File: src/rtl/dlf_pi_sat.sv
// Proportional-integral loop filter for a bang-bang PLL: decimates 1-bit PFD
// decisions into a window sum and drives a saturating DCO control word.
module dlf_pi_sat #(
    parameter int               OUT_W  = 16,
    parameter int               GAIN_W = 8,
    parameter int               DEC_W  = 4,
    parameter logic [OUT_W-1:0] INIT   = 'h4000
) (
    input  logic              clk,
    input  logic              rst_n,
    input  logic              in_valid,
    input  logic              in,
    input  logic [GAIN_W-1:0] Kp,
    input  logic [GAIN_W-1:0] Ki,
    input  logic [DEC_W-1:0]  dec,
    input  logic              hold,
    input  logic              load,
    input  logic [OUT_W-1:0]  load_val,
    output logic [OUT_W-1:0]  out,
    output logic              out_valid,
    output logic              sat
);
    // Wide enough that mem + gain*window_sum can never overflow before clamping
    localparam int AW = OUT_W + GAIN_W + DEC_W + 3;
    localparam int SW = DEC_W + 2;

    logic        [OUT_W-1:0] mem;
    logic signed [SW-1:0]    s, d, s_nxt;
    logic        [DEC_W-1:0] cnt;
    logic signed [AW-1:0]    s_x, ki_x, kp_x, mem_x, i_full, i_cl_x, p_full;
    logic        [OUT_W-1:0] i_cl, p_cl;
    logic                    i_sat, p_sat, win_done;

    always_comb begin
        d        = in ? {{(SW-1){1'b0}}, 1'b1} : {SW{1'b1}};
        s_nxt    = s + d;
        s_x      = {{(AW-SW){s_nxt[SW-1]}}, s_nxt};
        ki_x     = {{(AW-GAIN_W){1'b0}}, Ki};
        kp_x     = {{(AW-GAIN_W){1'b0}}, Kp};
        mem_x    = {{(AW-OUT_W){1'b0}}, mem};
        win_done = (cnt >= dec);

        i_full = mem_x + ki_x * s_x;
        i_sat  = 1'b1;
        if (i_full[AW-1])
            i_cl = '0;
        else if (|i_full[AW-2:OUT_W])
            i_cl = '1;
        else begin
            i_cl  = i_full[OUT_W-1:0];
            i_sat = 1'b0;
        end

        // Proportional term rides on the clamped integrator but is never stored
        i_cl_x = {{(AW-OUT_W){1'b0}}, i_cl};
        p_full = i_cl_x + kp_x * s_x;
        p_sat  = 1'b1;
        if (p_full[AW-1])
            p_cl = '0;
        else if (|p_full[AW-2:OUT_W])
            p_cl = '1;
        else begin
            p_cl  = p_full[OUT_W-1:0];
            p_sat = 1'b0;
        end
    end

    always_ff @(posedge clk or negedge rst_n) begin
        if (!rst_n) begin
            mem       <= INIT;
            out       <= INIT;
            s         <= '0;
            cnt       <= '0;
            out_valid <= 1'b0;
            sat       <= 1'b0;
        end else if (load) begin
            mem       <= load_val;
            out       <= load_val;
            s         <= '0;
            cnt       <= '0;
            out_valid <= 1'b0;
            sat       <= 1'b0;
        end else if (hold || !in_valid) begin
            out_valid <= 1'b0;
        end else if (win_done) begin
            mem       <= i_cl;
            out       <= p_cl;
            out_valid <= 1'b1;
            sat       <= i_sat | p_sat;
            s         <= '0;
            cnt       <= '0;
        end else begin
            s         <= s_nxt;
            cnt       <= cnt + DEC_W'(1);
            out_valid <= 1'b0;
        end
    end
endmodule

File: config.mk
export PLATFORM = sky130hd
export DESIGN_NAME = dlf_pi_sat
export DESIGN_NICKNAME = d
export VERILOG_FILES = /design/src/rtl/dlf_pi_sat.sv
export SDC_FILE = /design/constraint.sdc
export NUM_CORES = 1
export LEC_CHECK = 0
export CAP_MARGIN = 40
export CORE_MARGIN = 2
export CORE_UTILIZATION = 55
export DETAILED_ROUTE_END_ITERATION = 8
export GPL_ROUTABILITY_DRIVEN = 0
export HOLD_SLACK_MARGIN = 0.06
export PLACE_DENSITY = 0.78
export REMOVE_ABC_BUFFERS = 1
export SYNTH_ARGS = -nofsm -noshare
export SYNTH_HDL_FRONTEND = slang
export SYNTH_SLANG_ARGS = --single-unit
export TNS_END_PERCENT = 20
File: constraint.sdc
create_clock -name clk -period 9.3 [get_ports clk]
set_input_delay 1.86 -clock clk [delete_from_list [all_inputs] [get_ports clk]]
set_output_delay 1.86 -clock clk [all_outputs]
set_load 0.1 [all_outputs]
==> results of run 1 <==
-- worst paths after layout --
| path | cells past startpoint | slack, ns | end |
|---|---|---|---|
| worst max-delay path | 38 | -0.95 | sat |
| worst min-delay path | 2 | 0.50 | out[1] |
| worst max register to register | 39 | 0.17 | sat |
| worst min register to register | 2 | 0.50 | out[1] |
| max in group asynchronous | 2 | 7.25 | out[14] |
| min in group asynchronous | 1 | 1.47 | s[4] |
-- registers in the layout (all words and copies together), names as in the netlist --
name	flops
out	16
out_valid	1
s	6
sat	1
cnt	4
mem	16
-- cell families after synthesis --
group,Yosys count,share of synthesized area [%]
compound gates,131,13.5
xor+xnor,34,4.41
fa+ha+maj,173,39.4
buf+inv,175,9.51
flops,44,15.9
mux,3,0.452
simple gates,243,16.8
-- metal layers --
metal | share of wire, % | wire [µm] | vias to the layer above | global-route usage [%]
met5 | 0 | 0 | - | 0
met2 | 48 | 11800 | 511 | 57.7
met3 | 8.9 | 2200 | 175 | 5.14
li1 | - | - | 3020 | -
met4 | 7.6 | 1890 | 0 | 15.6
met1 | 36 | 8810 | 3293 | 41.9
-- synth_stat cells, drive strengths merged, types with 4 or more instances --
library cell and count:
nor2 65, o21ai 20, dfrtp 42, a21oi 25
nand2 78, a21o 15, o21a 4, nand2b 12
nor2b 28, xor2 9, o21bai 4, a211oi 4
xnor2 25, a22o 5, o211ai 27, nor3 5
inv 158, or2 13, and3 5, clkbuf 16
ha 98, fa 75, o22ai 7, nand3 4
and2 30
-- worst min-delay path, cell delays in order, from the launching register on --
cell      delay (ns)
dfrtp_1         0.35
nand2_1         0.05
o211ai_1        0.07
-- layout make-up --
| type | count | area [µm²] |
|---|---|---|
| inverters | 158 | 598 |
| clock inverters | 1 | 7.51 |
| clock buffers | 7 | 143 |
| well taps | 168 | 210 |
| fillers | 642 | 2210 |
| repair buffers | 233 | 2130 |
| flip-flops and latches | 44 | 1100 |
| multi-input cells | 584 | 5750 |
-- repair_timing --
| action | CTS | global route |
|---|---|---|
| buffers inserted | 19 | 12 |
| cloned | 1 | 0 |
| pin swaps | 53 | 52 |
| setup endpoints to repair | 17 | 17 |
| gates resized for setup | 85 | 61 |
-- through the flow --
stage	utilization, %	instances
6_report	81.8	1195
5_1_grt	81.8	1195
4_1_cts	78.8	1183
3_5_place_dp	73.3	1157
3_3_place_gp	70.7	1138
2_1_floorplan	-	786
==> run metrics, run 1 <==
run status=finished with violations; failing checks=setup timing; clk_lat worst skew=0.30 ns; worst setup path start=in; Top Family by Delay on Critical Path=adder cells; slew of the pin with the lowest slew margin=0.907 ns; cell mode on critical path=fa_1; worst clock skew=0.0117 ns; TritonRoute pass-1 iters=7; f_max=97.6 MHz; Post-Synthesis Cells=803; final worst slack=-0.946 ns; core footprint=0.0122 mm²; number of cell rows=40; Root Driver=clkbuf_16; crit path buf inv count=10; commonest non-fill, non-tap cell in the layout=inv_1; Setup WS pre-CTS=-1.61 ns; Hold Path Origin=out[1]; Clock Pin Slew Worst Setup and Hold Paths=0.07 ns; dominant cells by area after synthesis=fa_1 22%, ha_1 18%, dfrtp_1 15%, inv_1 8.6%, nand2_1 4.2%; CP max stage delay=0.60 ns; Final TNS setup=-13.68 ns; Antenna diodes=0; I/O Pins=60; unrepaired setup endpoints after global routing=yes; worst hold path type=reg2reg; # hold bufs at CTS=0; slowest stage cell, crit path=fa_1; ANT nets after route=0; fin crit period=10.25 ns; DR WL/cell=20.7 µm; RR Startpoint=s[0]; crit-path max FO=5; drc violations=0; register area share after synthesis=15.9%; WS Path Type=in2reg; Yosys top cell area share=21.7%; Sink Count=44; synthesized area=0.00692 mm²; DRT iter0 DRCs=806; H-Tree Depth=2; die area=0.0135 mm²; CTS Buf Count=5; initial antenna violation count=0; clock buffer depth=2; CP Capture Type=register; commonest non-fill, non-tap cells in the layout=144 x inv_1, 142 x buf_4, 80 x ha_1; post-synthesis async set-or-reset flop share=100%; YS warnings=0; final hold vios=0; vias post-DR=6999; Initial Util=56.9%; post-DP HPWL=15000 µm; first-pass GRT wire length=35000 µm; Synth-to-Final Area Change=43.7%; layout cells sized above 1=29.1%; CTS tree=yes; Area after DPL=0.00891 mm²; hold_ws=0.502 ns; CP arrival=10.43 ns; max-cap violations=0; Nets=1241; Yosys reg bits=44; Main synth FF type=dfrtp_1; CP Launch Type=input pin; Global Route Usage Sum=33.6%; relative slew slack=39.2%; largest net degree at the start of global routing=34; Tcrit/Tclk final=110%; WL final=24700 µm; Max Slew Vio Count=0; GR Overflow Total=0; Netlist cell types=52; post-synth top area cell=fa_1; syn avg cell area=8.62 µm²; port bufs=59; worst path required time=9.49 ns; vias per cell=5.86; vias in the first global route=7181; final instance area=0.00995 mm²; die height=116 µm; Final setup viols=17; number of synthesized flops with an enable pin=0; Die X=116 µm
Power of run 1 is left out: the tool's default activity adds up to more than one toggle a clock period on the data nets, which glitch-free logic cannot reach.
==> run 2, diff against run 1 <==
Settings changed: MAX_ROUTING_LAYER set to met4.
==> run 2 against run 1 <==
Effect of this change:
- the run still ends with setup timing left
- core utilization is 0.38 points lower
- critical path type unchanged
- hold slack hardly changed
- worst setup slack worse by 0.056 ns
==> run metrics, run 2 (synthesis results as in run 1) <==
vias per cell=5.88; Initial Util=56.9%; drc violations=0; M3 GR Usage=4.98%; fin crit period=10.30 ns; CTS Buf Count=5; Tcrit/Tclk final=111%; GR Overflow Total=0; core footprint=0.0122 mm²; first-pass GRT wire length=35000 µm; crit-path max FO=10; DRT iter0 DRCs=816; Synth-to-Final Area Change=43.0%; commonest non-fill, non-tap cell in the layout=inv_1; Top Family by Delay on Critical Path=adder cells; port bufs=59; Global Route Usage Sum=34.6%; clock buffer depth=2; worst path required time=9.48 ns; area of the multi-input gates=0.00574 mm²; CP Capture Type=register; # hold bufs at CTS=0; slew of the pin with the lowest slew margin=0.946 ns; met1 global-route usage=42.1%; Max Slew Vio Count=0; Antenna diodes=0; vias post-DR=7009; initial antenna violation count=0; Nets=1238; M2 GR Usage=57.6%; Die X=116 µm; hold_ws=0.502 ns; worst clock skew=0.0107 ns; die height=116 µm; largest net degree at the start of global routing=34; commonest non-fill, non-tap cells in the layout=144 x inv_1, 140 x buf_4, 81 x ha_1; crit path buf inv count=12; gr busiest metal=met2; Final setup viols=17; run status=finished with violations; layout cells sized above 1=28.8%; sequential cell area=0.00110 mm²; CTS tree=yes; DR WL/cell=20.1 µm; I/O Pins=60; post-DP HPWL=15000 µm; vias in the first global route=7169; WS Path Type=in2reg; biggest regs=mem x16, out x16, s x6; final hold vios=0; die area=0.0135 mm²; clk_lat worst skew=0.30 ns; relative slew slack=36.6%; slowest stage cell, crit path=fa_1; worst hold path type=reg2reg; H-Tree Depth=2; cell mode on critical path=fa_1; Sink Count=44; TritonRoute pass-1 iters=6; max-cap violations=0; unrepaired setup endpoints after global routing=yes; f_max=97.1 MHz; ANT nets after route=0; WL final=24000 µm; Fillers=649; Root Driver=clkbuf_16; flop-to-flop setup slack=0.15 ns; failing checks=setup timing; number of cell rows=40; Clock Pin Slew Worst Setup and Hold Paths=0.07 ns; CP max stage delay=0.54 ns; CP Launch Type=input pin; final worst slack=-1.00 ns; CP arrival=10.49 ns
run 2: cell types whose count changed in the layout (fill, tap and decap cells not counted), sizes merged:
cell,previous run,this run
buf,176,173
run 2: worst register-to-register path, delay by kind of cell (launching register included):
family	cells	cell delay, ns
simple gates	6	1.22
buf+inv	9	1.11
xor+xnor	3	0.43
fa+ha+maj	10	4.17
compound gates	7	1.72
flops	1	0.39
run 2: cell type report:
class	count	area share, %
multi-input combinational	584	57.9
timing repair buffer	230	21.3
sequential	44	11.1
inverter	158	6.02
tap	168	2.12
clock buffer	7	1.44
clock inverter	1	0.0758
run 2: worst paths after layout:
path / from / end / depth (start not counted)
max reg2reg: s[0] / sat / 35
min reg2reg: out[1] / out[1] / 2
min: out[1] / out[1] / 2
max in group asynchronous: rst_n / mem[14] / 2
min in group asynchronous: rst_n / s[4] / 1
max: in / sat / 38
run 2: routing by layer:
metal / wire length [µm] / up-vias
met5: 0 / -
met4: 1670 / 0
met3: 2080 / 159
met2: 11400 / 462
met1: 8810 / 3361
li1: - / 3027
run 2: metrics by stage:
stage | util, % | cell area (µm²) | setup slack (ns) | setup TNS (ns) | instances
2_1_floorplan | - | 6860 | -1.61 | -23.65 | 786
6_report | 81.4 | 9900 | -1.00 | -14.33 | 1192
5_1_grt | 81.4 | 9900 | -1.10 | -16.71 | 1192
4_1_cts | 78.8 | 9590 | -0.456 | -5.37 | 1183
3_3_place_gp | 70.7 | 8600 | -1.41 | -21.58 | 1138
3_5_place_dp | 73.3 | 8910 | -1.61 | -24.48 | 1157
run 2: timing repair:
action / 4_1_cts / 5_1_grt
setup endpoints to repair: 17 / 17
gates resized for setup: 85 / 57
setup buffers: 19 / 9
pin swaps: 53 / 52
cloned: 1 / 0
Power of run 2 is left out for the same reason.
==> run 3, diff against run 2 <==
Settings changed: CORE_MARGIN 2 to unset, PLACE_DENSITY 0.78 to unset, PLACE_DENSITY_LB_ADDON set to 0.08, SLEW_MARGIN set to 20.
==> run 3 against run 2 <==
Effect of this change:
- the flow still finishes with violations (setup timing)
- count of clock-buffer cells in the layout fell by 1
- critical endpoint unchanged
- largest cell class unchanged
- final cell count fell by 1.6%
- hold slack lost 0.0013 ns
- core utilization decreased by 3.1 points
==> run metrics, run 3 (synthesis results as in run 1) <==
run status=finished with violations; failing checks=setup timing; I/O Pins=60; CP arrival=10.13 ns; vias in the first global route=6813; number of cell rows=40; WL final=19100 µm; final hold vios=0; final instance area=0.00953 mm²; die area=0.0130 mm²; GR Overflow Total=0; Tcrit/Tclk final=107%; gr busiest metal=met2; Synth-to-Final Area Change=37.6%; M2 GR Usage=57.0%; DR WL/cell=16.2 µm; Hold Path Origin=out[5]; first-pass GRT wire length=31700 µm; DRT iter0 DRCs=319; RR Startpoint=s[1]; Finished Layout Cells=1173; Sink Count=44; drc violations=0; clock buffer depth=2; initial antenna violation count=0; max-cap violations=0; placed cells=1151; post-DP HPWL=15000 µm; Area after DPL=0.00889 mm²; Die X=114 µm; f_max=101 MHz; Max Slew Vio Count=0; unrepaired setup endpoints after global routing=yes; final worst slack=-0.642 ns; vias per cell=5.37; met1 global-route usage=37.0%; H-Tree Depth=2; slew of the pin with the lowest slew margin=0.829 ns; CP Launch Type=input pin; M3 GR Usage=5.08%; CTS tree=yes; Final setup viols=17; commonest non-fill, non-tap cells in the layout=152 x inv_1, 127 x buf_4, 88 x ha_1; layout cells sized above 1=24.3%; CP max stage delay=0.56 ns; hold_ws=0.501 ns; die height=114 µm; slowest stage cell, crit path=fa_1; worst setup path start=in; Global Route Usage Sum=32.3%; CP Capture Type=register; worst path required time=9.49 ns; Initial Util=56.9%; Root Driver=clkbuf_16; fin crit period=9.94 ns; vias post-DR=6296; crit-path max FO=5; TritonRoute pass-1 iters=5; Nets=1219; Clock Pin Slew Worst Setup and Hold Paths=0.07 ns; WS Path Type=in2reg; port bufs=59; CTS Buf Count=5; commonest non-fill, non-tap cell in the layout=inv_1; ANT nets after route=0; core footprint=0.0122 mm²; largest net degree at the start of global routing=30; worst clock skew=0.00327 ns; relative slew slack=44.4%; Antenna diodes=0; biggest regs=mem x16, out x16, s x6; worst hold path type=reg2reg; clk_lat worst skew=0.30 ns
## run 3: cell count changes in the layout (fill, tap and decap cells not counted), sizes merged
| cell | delta |
|---|---|
| clkbuf | -1 |
| bufinv | +1 |
| buf | -19 |
| clkinvlp | -1 |
| clkinv | +1 |
## run 3: stage by stage
step,util (%),setup WS (ns),setup TNS [ns]
2_1_floorplan,-,-1.61,-23.65
3_3_place_gp,70.3,-1.56,-23.62
3_5_place_dp,73.1,-1.82,-28.03
4_1_cts,77.5,-0.693,-9.53
5_1_grt,78.3,-0.971,-14.77
6_report,78.3,-0.642,-8.79
## run 3: worst paths after layout
| path | cells after the start | slack [ns] | endpoint |
|---|---|---|---|
| max | 37 | -0.64 | sat |
| min | 2 | 0.50 | out[5] |
| max reg2reg | 36 | 0.61 | sat |
| min reg2reg | 2 | 0.50 | out[5] |
| max in group asynchronous | 2 | 7.23 | out[14] |
| min in group asynchronous | 1 | 1.48 | mem[3] |
## run 3: final cells by class
type                            instances  area [µm²]
Clock buffer                            6         139
Clock inverter                          2        38.8
Fill cell                             832        2640
Inverter                              158         598
Multi-Input combinational cell        584        5470
Sequential cell                        44        1100
Tap cell                              168         210
Timing Repair Buffer                  211        1960
## run 3: repair_timing
item / CTS / global route
setup buffers: 12 / 1
hold buffers: 0 / 0
gates resized for setup: 65 / 23
endpoints found under the setup margin: 17 / 17
pin swaps: 49 / 27
gates cloned: 1 / 0
## run 3: critical path, delay by kind of cell
family,cells,cell delay [ns]
AOI/OAI and AO/OA,10,1.53
xor gates and xnor gates,3,0.52
adders and majority gates,10,4.35
buffers and inverters,9,0.86
and+or+nand+nor,5,0.98
## run 3: routing by layer
metal	up-vias	wire length, µm
met5	-	0
met4	0	742
met3	51	938
met2	195	9690
met1	3080	7690
li1	2970	-
Power of run 3 is left out for the same reason.
